**config.mk**
```make
export PLATFORM = sky130hd
export DESIGN_NAME = execute_mdu_stage
export DESIGN_NICKNAME = d
export VERILOG_FILES = /design/src/rtl/execute_mdu_stage.sv
export SDC_FILE = /design/constraint.sdc
export NUM_CORES = 2
export LEC_CHECK = 0
export BUFFER_PORTS_ARGS = -buffer_cell sky130_fd_sc_hd__buf_2
export CAP_MARGIN = 20
export CORE_MARGIN = 3
export CORE_UTILIZATION = 50
export CTS_BUF_LIST = sky130_fd_sc_hd__clkbuf_4 sky130_fd_sc_hd__clkbuf_8
export CTS_CLUSTER_DIAMETER = 200
export DETAILED_ROUTE_END_ITERATION = 7
export PLACE_DENSITY = 0.76
export SLEW_MARGIN = 5
export SYNTH_ARGS = -nofsm -noshare
export SYNTH_HDL_FRONTEND = slang
export SYNTH_SLANG_ARGS = --single-unit
```
**constraint.sdc**
```tcl
create_clock -name Clk -period 23.2 [get_ports Clk]
set_input_delay 4.64 -clock Clk [delete_from_list [all_inputs] [get_ports Clk]]
set_output_delay 4.64 -clock Clk [all_outputs]
set_load 0.005 [all_outputs]
```
**src/rtl/execute_mdu_stage.sv**
```systemverilog
// Registered execute stage with an iterative multiply/divide unit and HI/LO registers.
// Single-cycle ALU ops complete on the transfer edge; MULT/DIV ops stall the pipeline for DATA_W cycles.
module execute_mdu_stage #(
    parameter int DATA_W     = 32,
    parameter int REG_ADDR_W = 5,
    parameter int SHAMT_W    = 5,
    parameter int INDEX_W    = 26
) (
    input  logic                  Clk,
    input  logic                  Reset,
    input  logic                  in_valid,
    output logic                  in_ready,
    output logic                  Stall,
    input  logic [3:0]            ALUOp,
    input  logic                  ALUSrc1,
    input  logic                  RegDst,
    input  logic                  RegWrite_in,
    input  logic [SHAMT_W-1:0]    Shamt,
    input  logic [DATA_W-1:0]     Reg_Data1,
    input  logic [DATA_W-1:0]     Reg_Data2,
    input  logic [DATA_W-1:0]     Imm32b,
    input  logic [DATA_W-1:0]     PCPlusFour,
    input  logic [REG_ADDR_W-1:0] rt,
    input  logic [REG_ADDR_W-1:0] rd,
    input  logic [INDEX_W-1:0]    instr_index,
    output logic                  out_valid,
    output logic [DATA_W-1:0]     ALUResult,
    output logic                  Zero,
    output logic [DATA_W-1:0]     PC_Plus_Branch,
    output logic [INDEX_W+1:0]    j_sll_two,
    output logic [REG_ADDR_W-1:0] RegDestSelected,
    output logic                  RegWrite_out,
    output logic [DATA_W-1:0]     HI,
    output logic [DATA_W-1:0]     LO
);

    localparam int CNT_W = $clog2(DATA_W + 1);
    localparam logic [CNT_W-1:0] CNT_LOAD = CNT_W'(DATA_W);

    typedef enum logic [1:0] {S_IDLE, S_MUL, S_DIV} state_e;

    typedef enum logic [3:0] {
        OP_ADD  = 4'd0,  OP_SUB   = 4'd1,  OP_AND  = 4'd2,  OP_OR   = 4'd3,
        OP_XOR  = 4'd4,  OP_NOR   = 4'd5,  OP_SLT  = 4'd6,  OP_SLL  = 4'd7,
        OP_SRL  = 4'd8,  OP_SRA   = 4'd9,  OP_MULT = 4'd10, OP_MULTU = 4'd11,
        OP_DIV  = 4'd12, OP_DIVU  = 4'd13, OP_MFHI = 4'd14, OP_MFLO = 4'd15
    } op_e;

    state_e                r_state;
    state_e                w_state_next;
    logic [CNT_W-1:0]      r_cnt;
    logic [DATA_W-1:0]     r_hiacc;
    logic [DATA_W-1:0]     r_loacc;
    logic [DATA_W-1:0]     r_operand;
    logic                  r_neg_q;
    logic                  r_neg_r;
    logic                  r_dz;

    op_e                   w_op;
    logic                  w_fire;
    logic                  w_is_mul;
    logic                  w_is_div;
    logic                  w_signed;
    logic                  w_last;
    logic [DATA_W-1:0]     w_a;
    logic [DATA_W-1:0]     w_b;
    logic                  w_a_neg;
    logic                  w_b_neg;
    logic [DATA_W-1:0]     w_a_mag;
    logic [DATA_W-1:0]     w_b_mag;
    logic [DATA_W-1:0]     w_alu;

    logic [DATA_W:0]       w_mul_sum;
    logic [DATA_W-1:0]     w_mul_hi;
    logic [DATA_W-1:0]     w_mul_lo;
    logic [2*DATA_W-1:0]   w_prod_fin;
    logic [DATA_W:0]       w_div_shift;
    logic                  w_div_ge;
    logic [DATA_W-1:0]     w_div_diff;
    logic [DATA_W-1:0]     w_div_rem;
    logic [DATA_W-1:0]     w_div_quo;
    logic [DATA_W-1:0]     w_quo_fin;
    logic [DATA_W-1:0]     w_rem_fin;

    assign w_op     = op_e'(ALUOp);
    assign w_fire   = in_valid && in_ready;
    assign w_is_mul = (w_op == OP_MULT) || (w_op == OP_MULTU);
    assign w_is_div = (w_op == OP_DIV) || (w_op == OP_DIVU);
    assign w_signed = (w_op == OP_MULT) || (w_op == OP_DIV);
    assign w_last   = (r_cnt == CNT_W'(1));
    assign w_a      = Reg_Data1;
    assign w_b      = ALUSrc1 ? Imm32b : Reg_Data2;
    assign w_a_neg  = w_signed && w_a[DATA_W-1];
    assign w_b_neg  = w_signed && w_b[DATA_W-1];
    assign w_a_mag  = w_a_neg ? -w_a : w_a;
    assign w_b_mag  = w_b_neg ? -w_b : w_b;

    always_comb begin
        w_alu = '0;
        case (w_op)
            OP_ADD:  w_alu = w_a + w_b;
            OP_SUB:  w_alu = w_a - w_b;
            OP_AND:  w_alu = w_a & w_b;
            OP_OR:   w_alu = w_a | w_b;
            OP_XOR:  w_alu = w_a ^ w_b;
            OP_NOR:  w_alu = ~(w_a | w_b);
            OP_SLT:  w_alu = {{(DATA_W-1){1'b0}}, ($signed(w_a) < $signed(w_b))};
            OP_SLL:  w_alu = w_b << Shamt;
            OP_SRL:  w_alu = w_b >> Shamt;
            OP_SRA:  w_alu = $signed(w_b) >>> Shamt;
            OP_MFHI: w_alu = HI;
            OP_MFLO: w_alu = LO;
            default: w_alu = '0;
        endcase
    end

    // Shift-add step: {hiacc, loacc} holds partial product above the unconsumed multiplier bits.
    assign w_mul_sum  = {1'b0, r_hiacc} + (r_loacc[0] ? {1'b0, r_operand} : '0);
    assign w_mul_hi   = w_mul_sum[DATA_W:1];
    assign w_mul_lo   = {w_mul_sum[0], r_loacc[DATA_W-1:1]};
    assign w_prod_fin = r_neg_q ? -{w_mul_hi, w_mul_lo} : {w_mul_hi, w_mul_lo};

    // Restoring step: hiacc is the partial remainder, loacc shifts dividend bits out and quotient bits in.
    assign w_div_shift = {r_hiacc, r_loacc[DATA_W-1]};
    assign w_div_ge    = (w_div_shift >= {1'b0, r_operand});
    assign w_div_diff  = w_div_shift[DATA_W-1:0] - r_operand;
    assign w_div_rem   = w_div_ge ? w_div_diff : w_div_shift[DATA_W-1:0];
    assign w_div_quo   = {r_loacc[DATA_W-2:0], w_div_ge};
    // A zero divisor naturally yields remainder = |dividend|; only the quotient needs forcing.
    assign w_quo_fin   = r_dz ? '1 : (r_neg_q ? -w_div_quo : w_div_quo);
    assign w_rem_fin   = r_neg_r ? -w_div_rem : w_div_rem;

    always_ff @(posedge Clk or posedge Reset) begin
        if (Reset) begin
            r_state <= S_IDLE;
        end else begin
            r_state <= w_state_next;
        end
    end

    always_comb begin
        w_state_next = r_state;
        case (r_state)
            S_IDLE: begin
                if (w_fire && w_is_mul) begin
                    w_state_next = S_MUL;
                end else if (w_fire && w_is_div) begin
                    w_state_next = S_DIV;
                end
            end
            S_MUL, S_DIV: begin
                if (w_last) begin
                    w_state_next = S_IDLE;
                end
            end
            default: w_state_next = S_IDLE;
        endcase
    end

    always_comb begin
        in_ready = (r_state == S_IDLE);
        Stall    = (r_state != S_IDLE);
    end

    always_ff @(posedge Clk or posedge Reset) begin
        if (Reset) begin
            r_cnt           <= '0;
            r_hiacc         <= '0;
            r_loacc         <= '0;
            r_operand       <= '0;
            r_neg_q         <= 1'b0;
            r_neg_r         <= 1'b0;
            r_dz            <= 1'b0;
            out_valid       <= 1'b0;
            ALUResult       <= '0;
            Zero            <= 1'b0;
            PC_Plus_Branch  <= '0;
            j_sll_two       <= '0;
            RegDestSelected <= '0;
            RegWrite_out    <= 1'b0;
            HI              <= '0;
            LO              <= '0;
        end else begin
            out_valid <= 1'b0;
            case (r_state)
                S_IDLE: begin
                    if (w_fire && (w_is_mul || w_is_div)) begin
                        r_cnt     <= CNT_LOAD;
                        r_hiacc   <= '0;
                        r_loacc   <= w_a_mag;
                        r_operand <= w_b_mag;
                        r_neg_q   <= w_a_neg ^ w_b_neg;
                        r_neg_r   <= w_a_neg;
                        r_dz      <= w_is_div && (w_b == '0);
                    end else if (w_fire) begin
                        out_valid       <= 1'b1;
                        ALUResult       <= w_alu;
                        Zero            <= (w_alu == '0);
                        PC_Plus_Branch  <= PCPlusFour + (Imm32b << 2);
                        j_sll_two       <= {instr_index, 2'b00};
                        RegDestSelected <= RegDst ? rd : rt;
                        RegWrite_out    <= RegWrite_in;
                    end
                end
                S_MUL, S_DIV: begin
                    r_cnt <= r_cnt - CNT_W'(1);
                    if (r_state == S_MUL) begin
                        r_hiacc <= w_mul_hi;
                        r_loacc <= w_mul_lo;
                    end else begin
                        r_hiacc <= w_div_rem;
                        r_loacc <= w_div_quo;
                    end
                    if (w_last) begin
                        if (r_state == S_MUL) begin
                            HI <= w_prod_fin[2*DATA_W-1:DATA_W];
                            LO <= w_prod_fin[DATA_W-1:0];
                        end else begin
                            HI <= w_rem_fin;
                            LO <= w_quo_fin;
                        end
                        out_valid       <= 1'b1;
                        ALUResult       <= '0;
                        Zero            <= 1'b1;
                        RegDestSelected <= '0;
                        RegWrite_out    <= 1'b0;
                    end
                end
                default: ;
            endcase
        end
    end

endmodule

```
Word-level counts from Yosys, hierarchy flattened
Index checks and enable logic that the tools add are counted.

Flip-flop bits (word level): 269. Input bits: 179. Output and inout port bits: 166.

Equality and inequality tests: 23. Add/sub/neg operators: 11. Order comparisons: 2. Shift operators: 3. Reductions and logical operators: 24. Bitwise logic cells: 6. Muxes and demuxes: 45.

Operator list (count): 32-bit 2-to-1 mux (17); 32-bit case mux with 12 select lines (1); 32-bit case mux with 2 select lines (3); 32-bit negator (4); 32-bit adder (2); 32-bit zero test (2); 64-bit 2-to-1 mux (1); 64-bit negator (1); 32-bit subtractor (2); 32-bit by 32-bit adder with 33-bit output (1); 33-bit by 32-bit >= comparator with 1-bit output (1); 32-bit AND (1); 4-bit == test (second input constant) (8); 32-bit less-than comparator (1); 32-bit NOT (1); 32-bit bitwise OR (1); 32-bit by 5-bit << shifter with 32-bit output (1); 32-bit by 5-bit right shift with 32-bit output (1); 32-bit by 5-bit >>> shifter with 32-bit output (1); 32-bit XOR (1); 5-bit 2-to-1 mux (4); 4-bit by 3-bit == test with 1-bit output (second input constant) (4); 6-bit case mux with 2 select lines (1); 5-bit case mux with 2 select lines (1); other kinds (25) (53).

Logic depth before layout (Yosys ltp)
Depth after elaboration: 8. Depth in mapped cells: 23. Gate-level depth less buffers: 20.

Worst setup path before layout
Ideal clock, no wire load.

Kind: input-to-reg. Start: input ALUSrc1. End: register Zero. Slack: 12.158 ns. Required time: 23.099 ns. Cell stages on the path: 20. Data arrival time: 10.942 ns. Cells stage by stage: clkbuf_1 clkbuf_1 clkbuf_1 buf_1 clkbuf_1 buf_1 mux2i_1 ha_1 a21o_1 or4_1 and2_1 a221oi_1 a21oi_1 nor4b_1 nor3_1 or3b_2 or3_1 nor4_1 nand3_1 o32ai_1.

Cells in the longest elaborated chain, start to end: 8. Elaborated cells on any way between the ends: 16. Those cells by class: 2 x add/sub; 1 x order compare; 3 x shift; 5 x mux; 4 x bitwise; 1 x reduce/logical.

Ends and longest elaborated chain: start: declaration (RTL line 15) `input logic ALUSrc1,`; 32-bit 2-to-1 mux * (RTL line 92) `assign w_b = ALUSrc1 ? Imm32b : Reg_Data2;`; branches (longest 2 deep; another with 32-bit subtractor); 32-bit case mux with 12 select lines * (RTL line 100) `case (w_op)`; 32-bit zero test * (RTL line 198) `Zero <= (w_alu == '0);`; 1-bit 2-to-1 mux * (RTL line 195) `end else if (w_fire) begin`; 1-bit 2-to-1 mux * (RTL line 187) `if (w_fire && (w_is_mul || w_is_div)) begin`; 1-bit case mux with 2 select lines * (RTL line 185) `case (r_state)`; end signal: assignment (RTL line 198); end: declaration (RTL line 28) `output logic Zero,`.

Mark *: on every way between the ends. The select of a mux whose other input is x is not followed. A chain may end at the register's enable or synchronous reset.

Final worst setup path
Same ends and word-level chain as after synthesis.

==> qor.txt <==
top post-synthesis cells by count -> nand2_1 (545), o21ai_0 (416), nor2_1 (300)
Fin. Hold Viols -> 0
RSZ-0062 raised after global routing -> no
max cap viols -> 0
initial antenna violation count -> 21
Critical Path Sink Type -> flop
Netlist cell types -> 91
synthesized instance count -> 4,114
Routed WL per cell -> 28.44 um
slew at the pin with the worst max-slew slack -> 1.333 ns
Switching Share -> 50.79%
maximum vdd drop -> 78.54 uV
slew margin rel. -> 10.92%
layout cells sized above 1 -> 16.36%
mapped cell area -> 32,070 um^2
ys async rst share -> 100.0%
final wirelength -> 147,600 um
Total Neg Setup Slack -> 0 ns
Rows -> 92
post-synth top area cell -> dfrtp_1
Crit path required time -> 23.76 ns
synth top area cells -> dfrtp_1 (21%), ha_1 (8.2%), o21ai_0 (6.5%), nand2_1 (6.4%), mux4_2 (5.8%)
CTS H-tree lvls -> 2
most common cell in the netlist -> nand2_1
max-slew violations -> 0
dpl ws -> 12.51 ns
Hold Path Class -> reg2reg
Tmin final -> 10.14 ns
TritonCTS clock tree -> built
FF+latch count, synth -> 269
Ys Warns -> 0
# hold bufs at CTS -> 0
number of synthesized flops with an enable pin -> 0
critical path cell sequence -> buf_4 -> buf_4 -> mux2i_1 -> ha_1 -> nor2_1 -> o311a_1 -> or4_1 -> and2_1 -> a221oi_1 -> a21oi_1 -> nor4b_1 -> nor3_1 -> or3b_2 -> or3_1 -> nor4_1 -> nand3_1 -> o32ai_1
CTS root buf -> clkbuf_8
average size of a mapped cell -> 7.794 um^2
worst path bufs/invs -> 2
Critical Path AT -> 10.69 ns
CTS buffer count -> 51
GP Congestion -> 1.108
WS Path Type -> in2reg
Worst Skew -> 0.02656 ns
CP dominant cell by count -> buf_4
Startpoint Class -> input port
via count -> 35,034
cts repair resizes -> 0
router iterations before antenna repair -> 8
nets -> 4,684
Final HPWL DP -> 115,600 um
area grow syn2layout -> 11.11%
Worst Path Max Fanout -> 48
GRT Residual Overflow -> 0
share of power burned in registers -> 25.1%
# Post-CTS Setup Buffers -> 0
Initial Utilization -> 50.65%
final core occ -> 56.27%
Via density -> 6.749
slowest CP cell -> mux2i_1
CTS max path bufs -> 3
first-pass GRT wire length -> 213,700 um
Worst-path clk slew -> 0.06 ns
setup ws final -> 13.06 ns
status -> finished, final reports clean
DR iter-0 viols -> 5,364
ys flop type -> dfrtp_1
clk sinks -> 269
FMAX -> 98.66 MHz
Int Power -> 0.001798 W
IO Port Bufs -> 342
clock power share -> 16.1%
cell family with most CP delay -> simple AND/OR/NAND/NOR gates
Critical Path Max Stage Delay -> 0.78 ns
P per Cell Area -> 102.6 nW/um^2
Lkg Pwr -> 16.05 nW
global-route usage over all layers -> 42.22%
FILL cells -> 6,073
largest net degree at the start of global routing -> 133
Die X -> 259.2 um
flop2flop setup slack -> 15.23 ns
Combinational Power Share -> 58.7%
net load switching power -> 0.001856 W
IO Pins -> 345
Antenna Violating Nets Remaining -> 0
vias in the first global route -> 32,024
DRC violations left -> 0
worst skew pair latency -> 0.66 ns
final setup fails -> 0
Tcrit/Tclk final -> 43.69%
share of the synthesized area in the top cell type -> 20.99%
Core ar. -> 63,310 um^2
die area -> 67,210 um^2
die height -> 259.2 um
sequential fraction of the synthesis area -> 20.99%
## cells in the final DEF (no fill, tap or decap), types with 72 or more instances in the layout
cell     synthesis  routed
ha_1           209     207
nor2_1         300     298
xnor2_1        174     174
a21o_1          72      72
nand2_1        545     544
xor2_1         105     105
inv_1          171     169
o21ai_0        416     416
a21oi_1        261     261
mux4_2          82      82
buf_2            8     340
dfrtp_1        269     268
mux2i_1        161     161
nor3_1          86      84
## tightest hold or removal path, stage by stage (launching register included)
cell and delay [ns]:
dfrtp_1 0.34, nand2_1 0.04, o21ai_0 0.05
## area by class of cell
class	instances	area [um^2]	area share, %
antenna	12	30.03	0.08428
sequential	269	6733	18.90
inverter	178	675.6	1.896
tap	846	1059	2.971
clock inverter	26	364.1	1.022
multi-input combinational	3385	23650	66.37
clock buffer	69	912.1	2.560
timing repair buffer	406	2210	6.202
## power by group through the flow
stage          logic (W)  clock network [W]  registers (W)
3_3_place_gp     0.00204                  0       0.000909
2_1_floorplan    0.00144                  0       0.000790
3_5_place_dp     0.00207                  0       0.000912
5_1_grt          0.00232           0.000618       0.000934
6_report         0.00215           0.000590       0.000918
4_1_cts          0.00208           0.000597       0.000907
## registers in the layout, indices dropped and copies added (netlist names)
name and flops:
LO 32, PC_Plus_Branch 32, RegWrite_out 1, r_neg_q 1, Zero 1, RegDestSelected 5
r_dz 1, j_sll_two 26, out_valid 1, HI 32, r_state 2, ALUResult 32
r_hiacc 32, r_neg_r 1, r_operand 32, r_cnt 6, r_loacc 32
## cells by family (layout without fill, tap and decap cells)
kind of cell	after synthesis	in the layout	synth area share, %
compound gates	1283	1283	25.68
xor+xnor	279	279	7.621
fa+ha+maj	214	214	8.467
buf+inv	461	679	5.537
flops	269	269	20.99
mux	305	305	12.96
other cells	1	14	0.01169
simple gates	1302	1302	18.73
## final timing paths
path                                from                end  depth (start not counted)
min in group asynchronous          Reset              HI[8]                          2
setup reg to reg              r_hiacc[5]             HI[26]                         20
hold reg to reg            ALUResult[24]      ALUResult[24]                          2
max in group asynchronous          Reset  PC_Plus_Branch[3]                          4
hold / removal             ALUResult[24]      ALUResult[24]                          2
setup / recovery                 ALUSrc1               Zero                         17
## metal layers
| layer | wire, um | global-route usage [%] | share of wire, % | vias up |
|---|---|---|---|---|
| met1 | 57620 | 55.99 | 39 | 16626 |
| met5 | 65 | 0 | 0.044 | - |
| met4 | 9598 | 21.94 | 6.5 | 10 |
| met3 | 18880 | 13.30 | 13 | 514 |
| met2 | 61450 | 61.54 | 42 | 2421 |
| li1 | - | - | - | 15463 |
## metrics by stage
| stage | cell area [um^2] | instances | hold WS, ns | total power, W |
|---|---|---|---|---|
| floorplan | 32070 | 4115 | 0.4485 | 0.002234 |
| CTS | 35600 | 5179 | 0.4797 | 0.003587 |
| global placement | 34300 | 5083 | 0.4583 | 0.002953 |
| global route | 35610 | 5185 | 0.4898 | 0.003875 |
| finish | 35630 | 5191 | 0.4744 | 0.003654 |
| detailed placement | 34320 | 5084 | 0.4658 | 0.002987 |
(Power assumes the default switching activity.)
